===== src/rtl/mem_arb_pkg.sv =====
// Shared encodings for the external memory port arbiter: FSM states, grant
// codes and the last-read-winner flag used by round-robin arbitration.
package mem_arb_pkg;

    typedef enum logic [1:0] {
        IDLE  = 2'd0,
        ISSUE = 2'd1,
        RESP  = 2'd2
    } state_e;

    typedef enum logic [1:0] {
        GNT_NONE = 2'd0,
        GNT_I    = 2'd1,
        GNT_DR   = 2'd2,
        GNT_DW   = 2'd3
    } gnt_e;

    // Encoding of the last read winner.
    localparam logic LAST_I = 1'b0;
    localparam logic LAST_D = 1'b1;

    // Watchdog counter width; covers TIMEOUT values up to 255.
    localparam int WDOG_W = 8;

    function automatic logic is_read(input gnt_e g);
        return (g == GNT_I) || (g == GNT_DR);
    endfunction

endpackage


===== src/rtl/mem_arb_pick.sv =====
// Combinational grant selection. Write-back always wins; reads are fixed
// priority (dcache first) or round-robin when ARB_RR_EN is defined.
module mem_arb_pick
    import mem_arb_pkg::*;
(
    input  logic i_rd_req_i,
    input  logic d_rd_req_i,
    input  logic d_wr_req_i,
    input  logic last_grant_i,
    output gnt_e gnt_o
);

`ifdef ARB_RR_EN
    logic both_rd;
    assign both_rd = d_rd_req_i && i_rd_req_i;
`else
    logic unused_last_grant;
    assign unused_last_grant = last_grant_i;
`endif

    always_comb begin
        // NOTE: give every always_comb output a default first so no path leaves it unassigned (latch).
        gnt_o = GNT_NONE;
        if (d_wr_req_i) begin
            gnt_o = GNT_DW;
        end
`ifdef ARB_RR_EN
        else if (both_rd) begin
            gnt_o = (last_grant_i == LAST_D) ? GNT_I : GNT_DR;
        end
`else
`endif
        else if (d_rd_req_i) begin
            gnt_o = GNT_DR;
        end else if (i_rd_req_i) begin
            gnt_o = GNT_I;
        end
    end

endmodule


===== src/rtl/mem_port_arbiter.sv =====
// Shares one memory port between icache fills and dcache fills/write-backs,
// with a watchdog abort. Define ARB_RR_EN for round-robin read arbitration.
module mem_port_arbiter
    import mem_arb_pkg::*;
#(
    parameter int ADDR_W  = 16,
    parameter int DATA_W  = 32,
    parameter int TIMEOUT = 15
) (
    input  logic              clk,
    input  logic              rst_n,
    input  logic              i_rd_req,
    input  logic [ADDR_W-1:0] i_rd_addr,
    output logic              i_rd_valid,
    output logic [DATA_W-1:0] i_rd_data,
    input  logic              d_rd_req,
    input  logic [ADDR_W-1:0] d_rd_addr,
    output logic              d_rd_valid,
    output logic [DATA_W-1:0] d_rd_data,
    input  logic              d_wr_req,
    input  logic [ADDR_W-1:0] d_wr_addr,
    input  logic [DATA_W-1:0] d_wr_data,
    output logic              d_wr_done,
    output logic [ADDR_W-1:0] mem_addr,
    output logic [DATA_W-1:0] mem_wdata,
    output logic              mem_rden,
    output logic              mem_wren,
    input  logic [DATA_W-1:0] mem_rdata,
    input  logic              mem_ack,
    output logic              err,
    output logic              busy
);

    localparam logic [WDOG_W-1:0] CNT_LAST = WDOG_W'(TIMEOUT - 1);

    state_e              state_q, state_d;
    gnt_e                gnt_q, gnt_d, pick_gnt;
    logic [WDOG_W-1:0]   cnt_q, cnt_d;
    logic [ADDR_W-1:0]   mem_addr_q, mem_addr_d;
    logic [DATA_W-1:0]   mem_wdata_q, mem_wdata_d;
    logic                mem_rden_q, mem_rden_d;
    logic                mem_wren_q, mem_wren_d;
    logic                i_rd_valid_q, i_rd_valid_d;
    logic [DATA_W-1:0]   i_rd_data_q, i_rd_data_d;
    logic                d_rd_valid_q, d_rd_valid_d;
    logic [DATA_W-1:0]   d_rd_data_q, d_rd_data_d;
    logic                d_wr_done_q, d_wr_done_d;
    logic                err_q, err_d;
    logic                busy_q, busy_d;
    logic                last_grant;

`ifdef ARB_RR_EN
    logic last_grant_q, last_grant_d;

    // Only read grants move the round-robin pointer.
    always_comb begin
        last_grant_d = last_grant_q;
        if (state_q == IDLE) begin
            if (pick_gnt == GNT_DR) begin
                last_grant_d = LAST_D;
            end else if (pick_gnt == GNT_I) begin
                last_grant_d = LAST_I;
            end
        end
    end

    always_ff @(posedge clk or negedge rst_n) begin
        if (!rst_n) begin
            last_grant_q <= LAST_I;
        end else begin
            last_grant_q <= last_grant_d;
        end
    end

    assign last_grant = last_grant_q;
`else
    assign last_grant = LAST_I;
`endif

    mem_arb_pick u_pick (
        .i_rd_req_i   (i_rd_req),
        .d_rd_req_i   (d_rd_req),
        .d_wr_req_i   (d_wr_req),
        .last_grant_i (last_grant),
        .gnt_o        (pick_gnt)
    );

    // Every output register is loaded with its value for the coming cycle.
    always_comb begin
        state_d      = state_q;
        gnt_d        = gnt_q;
        cnt_d        = cnt_q;
        mem_addr_d   = mem_addr_q;
        mem_wdata_d  = mem_wdata_q;
        mem_rden_d   = 1'b0;
        mem_wren_d   = 1'b0;
        i_rd_valid_d = 1'b0;
        i_rd_data_d  = '0;
        d_rd_valid_d = 1'b0;
        d_rd_data_d  = '0;
        d_wr_done_d  = 1'b0;
        err_d        = 1'b0;

        unique case (state_q)
            IDLE: begin
                if (pick_gnt != GNT_NONE) begin
                    state_d = ISSUE;
                    gnt_d   = pick_gnt;
                    cnt_d   = '0;
                    unique case (pick_gnt)
                        GNT_DW: begin
                            mem_addr_d  = d_wr_addr;
                            mem_wdata_d = d_wr_data;
                        end
                        GNT_DR: begin
                            mem_addr_d  = d_rd_addr;
                            mem_wdata_d = '0;
                        end
                        default: begin
                            mem_addr_d  = i_rd_addr;
                            mem_wdata_d = '0;
                        end
                    endcase
                    mem_rden_d = is_read(pick_gnt);
                    mem_wren_d = (pick_gnt == GNT_DW);
                end
            end

            ISSUE: begin
                // An ack in the timeout cycle still completes the access cleanly.
                if (mem_ack || (cnt_q == CNT_LAST)) begin
                    state_d = RESP;
                    cnt_d   = '0;
                    err_d   = !mem_ack;
                    unique case (gnt_q)
                        GNT_I: begin
                            i_rd_valid_d = 1'b1;
                            i_rd_data_d  = mem_ack ? mem_rdata : '0;
                        end
                        GNT_DR: begin
                            d_rd_valid_d = 1'b1;
                            d_rd_data_d  = mem_ack ? mem_rdata : '0;
                        end
                        GNT_DW: begin
                            d_wr_done_d = 1'b1;
                        end
                        default: begin
                            err_d = 1'b0;
                        end
                    endcase
                end else begin
                    cnt_d      = cnt_q + 1'b1;
                    mem_rden_d = is_read(gnt_q);
                    mem_wren_d = (gnt_q == GNT_DW);
                end
            end

            RESP: begin
                state_d = IDLE;
                gnt_d   = GNT_NONE;
                cnt_d   = '0;
            end

            default: begin
                state_d = IDLE;
                gnt_d   = GNT_NONE;
                cnt_d   = '0;
            end
        endcase

        busy_d = (state_d != IDLE);
    end

    always_ff @(posedge clk or negedge rst_n) begin
        if (!rst_n) begin
            state_q      <= IDLE;
            gnt_q        <= GNT_NONE;
            cnt_q        <= '0;
            mem_addr_q   <= '0;
            mem_wdata_q  <= '0;
            mem_rden_q   <= 1'b0;
            mem_wren_q   <= 1'b0;
            i_rd_valid_q <= 1'b0;
            i_rd_data_q  <= '0;
            d_rd_valid_q <= 1'b0;
            d_rd_data_q  <= '0;
            d_wr_done_q  <= 1'b0;
            err_q        <= 1'b0;
            busy_q       <= 1'b0;
        end else begin
            // NOTE: sequential state uses non-blocking assignments so every register samples pre-edge values.
            state_q      <= state_d;
            gnt_q        <= gnt_d;
            cnt_q        <= cnt_d;
            mem_addr_q   <= mem_addr_d;
            mem_wdata_q  <= mem_wdata_d;
            mem_rden_q   <= mem_rden_d;
            mem_wren_q   <= mem_wren_d;
            i_rd_valid_q <= i_rd_valid_d;
            i_rd_data_q  <= i_rd_data_d;
            d_rd_valid_q <= d_rd_valid_d;
            d_rd_data_q  <= d_rd_data_d;
            d_wr_done_q  <= d_wr_done_d;
            err_q        <= err_d;
            busy_q       <= busy_d;
        end
    end

    assign mem_addr   = mem_addr_q;
    assign mem_wdata  = mem_wdata_q;
    assign mem_rden   = mem_rden_q;
    assign mem_wren   = mem_wren_q;
    assign i_rd_valid = i_rd_valid_q;
    assign i_rd_data  = i_rd_data_q;
    assign d_rd_valid = d_rd_valid_q;
    assign d_rd_data  = d_rd_data_q;
    assign d_wr_done  = d_wr_done_q;
    assign err        = err_q;
    assign busy       = busy_q;

endmodule


===== config.mk =====
export PLATFORM = sky130hd
export DESIGN_NAME = mem_port_arbiter
export DESIGN_NICKNAME = d
export VERILOG_FILES = /design/src/rtl/mem_arb_pkg.sv /design/src/rtl/mem_arb_pick.sv /design/src/rtl/mem_port_arbiter.sv
export SDC_FILE = /design/constraint.sdc
export NUM_CORES = 1
export LEC_CHECK = 0
export BUFFER_PORTS_ARGS = -buffer_cell sky130_fd_sc_hd__buf_2
export CORE_ASPECT_RATIO = 1.5
export CORE_MARGIN = 4
export CORE_UTILIZATION = 40
export CTS_CLUSTER_SIZE = 10
export DETAILED_ROUTE_END_ITERATION = 12
export PLACE_DENSITY = 0.71
export SLEW_MARGIN = 20
export SYNTH_ARGS = -nofsm -noshare
export SYNTH_HDL_FRONTEND = slang
export SYNTH_SLANG_ARGS = --single-unit
export TNS_END_PERCENT = 10

===== constraint.sdc =====
create_clock -name clk -period 2.6 [get_ports clk]
set_clock_uncertainty 0.2 [all_clocks]
set_input_delay 0.52 -clock clk [delete_from_list [all_inputs] [get_ports clk]]
set_output_delay 0.52 -clock clk [all_outputs]
set_load 0.05 [all_outputs]

# Yosys cells after proc, flatten, opt, wreduce, memory -nomap -nowiden
# Index checks and enable logic that the tools add are counted.
[op_classes]
n_mul = 0
n_reduce_logical = 10
n_lt_le_gt_ge = 0
mux = 38
bitwise = 1
n_shift = 0
addsub = 1
eq_ne = 9
div_mod_pow = 0
[ops]
columns = ["op", "n"]
rows = [
  ["$mux W32", 8],
  ["$pmux W16 S2", 1],
  ["$mux W1", 17],
  ["$mux W8", 2],
  ["$pmux W8 S2", 1],
  ["$mux W2", 5],
  ["$add A8 B1 Y8 const B", 1],
  ["$eq A2 B2 Y1 const B", 4],
  ["$eq A8 B4 Y1 const B", 1],
  ["$pmux W2 S2", 2],
  ["$eq A2 B1 Y1 const B", 3],
  ["$pmux W1 S2", 2],
  ["$reduce_and A2 Y1", 2],
  ["$reduce_bool A2 Y1", 2],
  ["$logic_or A1 B1 Y1", 3],
  ["$reduce_or A3 Y1", 1],
  ["$logic_not A2 Y1", 1],
  ["$ne A2 B2 Y1 const B", 1],
  ["$logic_not A1 Y1", 1],
  ["$not A1 Y1", 1],
]
[totals]
ram_bits = 0
word_cells = 73
ff_bits = 131
mem_bits_ro = 0
latchBits = 0
in_bits = 118
mem_count = 0

# Logic depth before layout (Yosys ltp)
[depth]
depth_word = 7
mapped_depth = 11

# By module
# From an unflattened synthesis, not the netlist that was laid out.
[unflattened]
hier_cells = 504
hier_area_um2 = 5049.8
[by_module_without_submodules]
columns = ["module", "seq_area_each_um2", "cells_per_inst", "area_per_inst_um2", "instances"]
rows = [
  ["mem_port_arbiter", 3278.1, 501, 5032.3, 1],
  ["mem_arb_pick", 0.0, 3, 17.5, 1],
]

# Worst setup path before layout
# No wires, ideal clock.
[synth_timing]
path_kind = "input port to flip-flop"
startpoint = "in d_wr_req"
endpoint = "reg mem_addr_q[11] (netlist: mem_addr[11])"
required_time_ps = 2267
path_stages = 9
arrival_time_ps = 2006
slack_ps = 260
cell_sequence = "or2_1 > buf_2 > clkbuf_1 > ha_1 > clkbuf_1 > buf_2 > a221o_1 > o21ai_0 > o21ai_0"
[synth_via]
elab_chain_len = 3
elab_cells_between_ends = 6
cone_classes = "eq/ne (2); mux (2); reduce/logical (2)"
[synth_lines]
columns = ["element", "line_no", "text"]
rows = [
  ["from (decl)", "mem_port_arbiter.sv:20", "input logic d_wr_req,"],
  ["$mux W2 *", "mem_arb_pick.sv:24", "if (d_wr_req_i) begin"],
  ["$eq A2 B2 Y1 / $reduce_bool A2 Y1 (equally long branches)", "mem_port_arbiter.sv:110, mem_port_arbiter.sv:106", ""],
  ["$pmux W16 S2 / $reduce_and A2 Y1 (equally long branches)", "-", ""],
  ["to (signal assigned)", "mem_port_arbiter.sv:195", "mem_addr_q <= mem_addr_d;"],
  ["to (decl)", "mem_port_arbiter.sv:39", "logic [ADDR_W-1:0] mem_addr_q, mem_addr_d;"],
]
# Mark *: on every way between the ends. The rest lies on a longest branch, timed or not.
# A chain may end at the register's enable or synchronous reset.

# Worst setup path after layout
[layout_timing]
startpoint = "reg cnt_q[0]"
endpoint = "reg cnt_q[4]"
[layout_via]
elab_chain_len = 4
elab_cells_between_ends = 5
cone_classes = "add/sub (1); eq/ne (1); mux (2); reduce/logical (1)"
[layout_lines]
columns = ["element", "line_no", "text"]
rows = [
  ["from (decl)", "mem_port_arbiter.sv:38", "logic [WDOG_W-1:0] cnt_q, cnt_d;"],
  ["from (signal assigned)", "mem_port_arbiter.sv:194", "cnt_q <= cnt_d;"],
  ["branches (longest 2 deep; another with $add A8 B1 Y8)", "-", ""],
  ["$mux W8 *", "mem_port_arbiter.sv:131", "if (mem_ack || (cnt_q == CNT_LAST)) begin"],
  ["$pmux W8 S2 *", "mem_port_arbiter.sv:104", "unique case (state_q)"],
]
# Mark *: on every way between the ends.

==> run summary <==
Routed vias = 4390
Reg area = 0.00328 mm²
Drt total wl = 13.2 mm
Finished Core Util = 0.561
CTS clock-pin slew for the worst setup and hold paths = 0.06 ns
Global Route Usage Sum = 0.184
Syn nets = 626
Most used DFF post-synth = dfrtp_1
Placed cell area = 0.00639 mm²
CP max FO = 13
Post-synthesis async set-or-reset flop share = 1.00
Global placement routability congestion = 0.834
Initial DRC count = 121
Via density per instance = 4.87
Register area share after synthesis = 0.649
Worst hold path type = input pin to register
Crit path launch = cnt_q[0]
Min-delay src = d_wr_data[9]
Max transition margin = 0.611
Commonest cells after routing, fill and taps aside = buf_2, dfrtp_1, nand2_1
Leak = 3.85 nW
Setup CP Type = register to register
N_diodes = 0
Chip width = 99.8 µm
Layout Cells excl Fill = 902
Measured slew at the worst slew-check pin = 0.583 ns
Reg2Reg Setup Slack = 0.54 ns
Core Area = 0.0124 mm²
Number of buffers and inverters on the critical path = 1
Post-cts resize count = 0
# H-tree levels = 4
Synthesized area per cell = 10.1 µm²
Setup WS pre-CTS = 0.237 ns
Worst setup endpoint = cnt_q[4]
Worst Path Arrival = 2.19 ns
Final setup viols = 0
Area Overhead vs Synth = 38.3%
Max Slew Vio Count = 0
Ports = 237
Die area = 0.0145 mm²
Final Critical Period = 2.06 ns
Power per cell area = 1150 mW/mm²
# DRC = 0
Initial antenna violation count = 0
Synth Area in Compound Gates = 0.121
Post-CTS Hold Buffers = 1
Post-Syn Instances = 499
Initial Util = 0.406
Placed cell count = 869
Outcome = finished, final reports clean
Crit Reg-Reg Startpoint = cnt_q[0]
Peak supply drop = 0.606 mV
Routed Antenna Nets = 0
Worst setup margin = 0.540 ns
Sum Neg Setup Slack = 0 ns
Crit-path cells = inv_1 > ha_1 > and3_1 > a211o_1 > or3_1 > o21ai_0
Simple-Gate Fraction of Synth Area = 0.172
Yosys warning count = 0
Multi-input logic area = 0.00160 mm²
RSZ-0062 raised after global routing = false
Crit-path leading delay family = simple AND/OR/NAND/NOR gates
Vias in the first global route = 4460
Fin crit share = 0.792
Critical Path Stages = 6
Multiplexer share of the synthesized area = 0
Flops & latches, synth = 131
CTS tree = yes
Max frequency = 0.485 GHz
Mapped Area = 0.00505 mm²
Worst-case clock buffer depth = 2
Drt first pass iters = 4
Main combinational cell family by area after synthesis = simple AND/OR/NAND/NOR gates
Die Ht = 146 µm
Slowest-stage cell, CP = a211o_1
Routed len/inst = 14.6 µm
Root Driver = clkbuf_16
CP required = 2.73 ns
# nets final = 860
PnR Total Power = 8.06 mW
CP Capture Type = register
Critical path startpoint category = register
R2R depth = 6
Global route overflow = 0
Worst hold slack = 0.146 ns
R2R Path End = cnt_q[4]
Std-Cell Rows = 50
Final Cell Area = 0.00699 mm²
Yosys cell types = 30
Max_cap viols = 0
XOR/XNOR Fraction of Synth Area = 0
Commonest non-fill, non-tap cell in the layout = buf_2
Pin count of the biggest net entering global routing = 98
Layout cells sized above 1 = 0.381
Fillers = 1111
Detailed-placement wirelength estimate = 9.66 mm
EDFF count, synth = 0
First-pass GRT wire length = 21.4 mm
Num CTS Buffers = 17
CTS Sinks = 131
Post CTS Setup Buffer Count = 0
Worst-Skew Late Latency = 0.41 ns
Final Hold Viols = 0
IO Port Bufs = 236
CP max stage delay = 0.44 ns
Adder-Cell Fraction of Synth Area = 0.0223
[tightest hold or removal path: cells and delay by family]
family,cells,cell delay [ns]
AOI/OAI and AO/OA,1,0.06
buffers and inverters,1,0.10
and+or+nand+nor,1,0.04
[per-layer routing]
| layer | part of all wire | global-route usage | up-vias |
|---|---|---|---|
| met1 | 0.38 | 0.221 | 2048 |
| met4 | 0.026 | 0.0889 | 0 |
| met5 | 0 | 0 | - |
| met2 | 0.50 | 0.306 | 195 |
| li1 | - | - | 2115 |
| met3 | 0.084 | 0.0470 | 32 |
[worst min-delay path by stage]
stage | to | slack, ns | cells after the start
3_3_place_gp | d_rd_data[22] | 0.21 | 1
4_1_cts | mem_wdata[27] | 0.13 | 3
2_1_floorplan | busy | 0.02 | 0
3_5_place_dp | i_rd_data[24] | 0.23 | 1
5_1_grt | mem_wdata[29] | 0.13 | 3
6_report | mem_wdata[9] | 0.15 | 3
[area by class of cell]
type                            instances  area share
Clock inverter                         15      0.0231
Timing Repair Buffer                  247       0.185
Multi-Input combinational cell        327       0.229
Tap cell                              156      0.0279
Sequential cell                       131       0.469
Inverter                                9     0.00484
Clock buffer                           17      0.0609
[state kept, by name, summed over array words and instances, names as in the netlist]
| signal | count |
|---|---|
| d_rd_data | 32 |
| d_wr_done | 1 |
| busy | 1 |
| err | 1 |
| i_rd_data | 32 |
| d_rd_valid | 1 |
| cnt_q | 8 |
| mem_rden | 1 |
| mem_wdata | 32 |
| mem_wren | 1 |
| gnt_q | 2 |
| mem_addr | 16 |
| i_rd_valid | 1 |
| state_q | 2 |
[power by group]
group / switching [mW] / internal, mW / total (mW)
sequential: 0.255 / 2.48 / 2.74
clock: 0.980 / 1.36 / 2.34
combinational: 2.33 / 0.657 / 2.98
total: 3.56 / 4.50 / 8.06
[Yosys cell counts, types with 2 or more instances]
master / number / share of area
dfrtp_1: 131 / 0.65
ha_1: 9 / 0.022
nor3b_1: 2 / 0.0030
inv_1: 8 / 0.0059
a221o_1: 16 / 0.032
nand2_1: 122 / 0.091
clkbuf_1: 23 / 0.017
nor4_1: 4 / 0.0050
buf_2: 6 / 0.0059
buf_6: 2 / 0.0045
o21ai_1: 6 / 0.0059
o21ai_0: 66 / 0.065
a21oi_1: 6 / 0.0059
nand3_1: 6 / 0.0059
a211oi_1: 2 / 0.0030
nor2_1: 73 / 0.054
a21o_1: 4 / 0.0059
[cell families after synthesis]
group	after synthesis
buf+inv	41
flops	131
compound gates	102
simple gates	216
fa+ha+maj	9
Power figures use the tool's default switching activity.
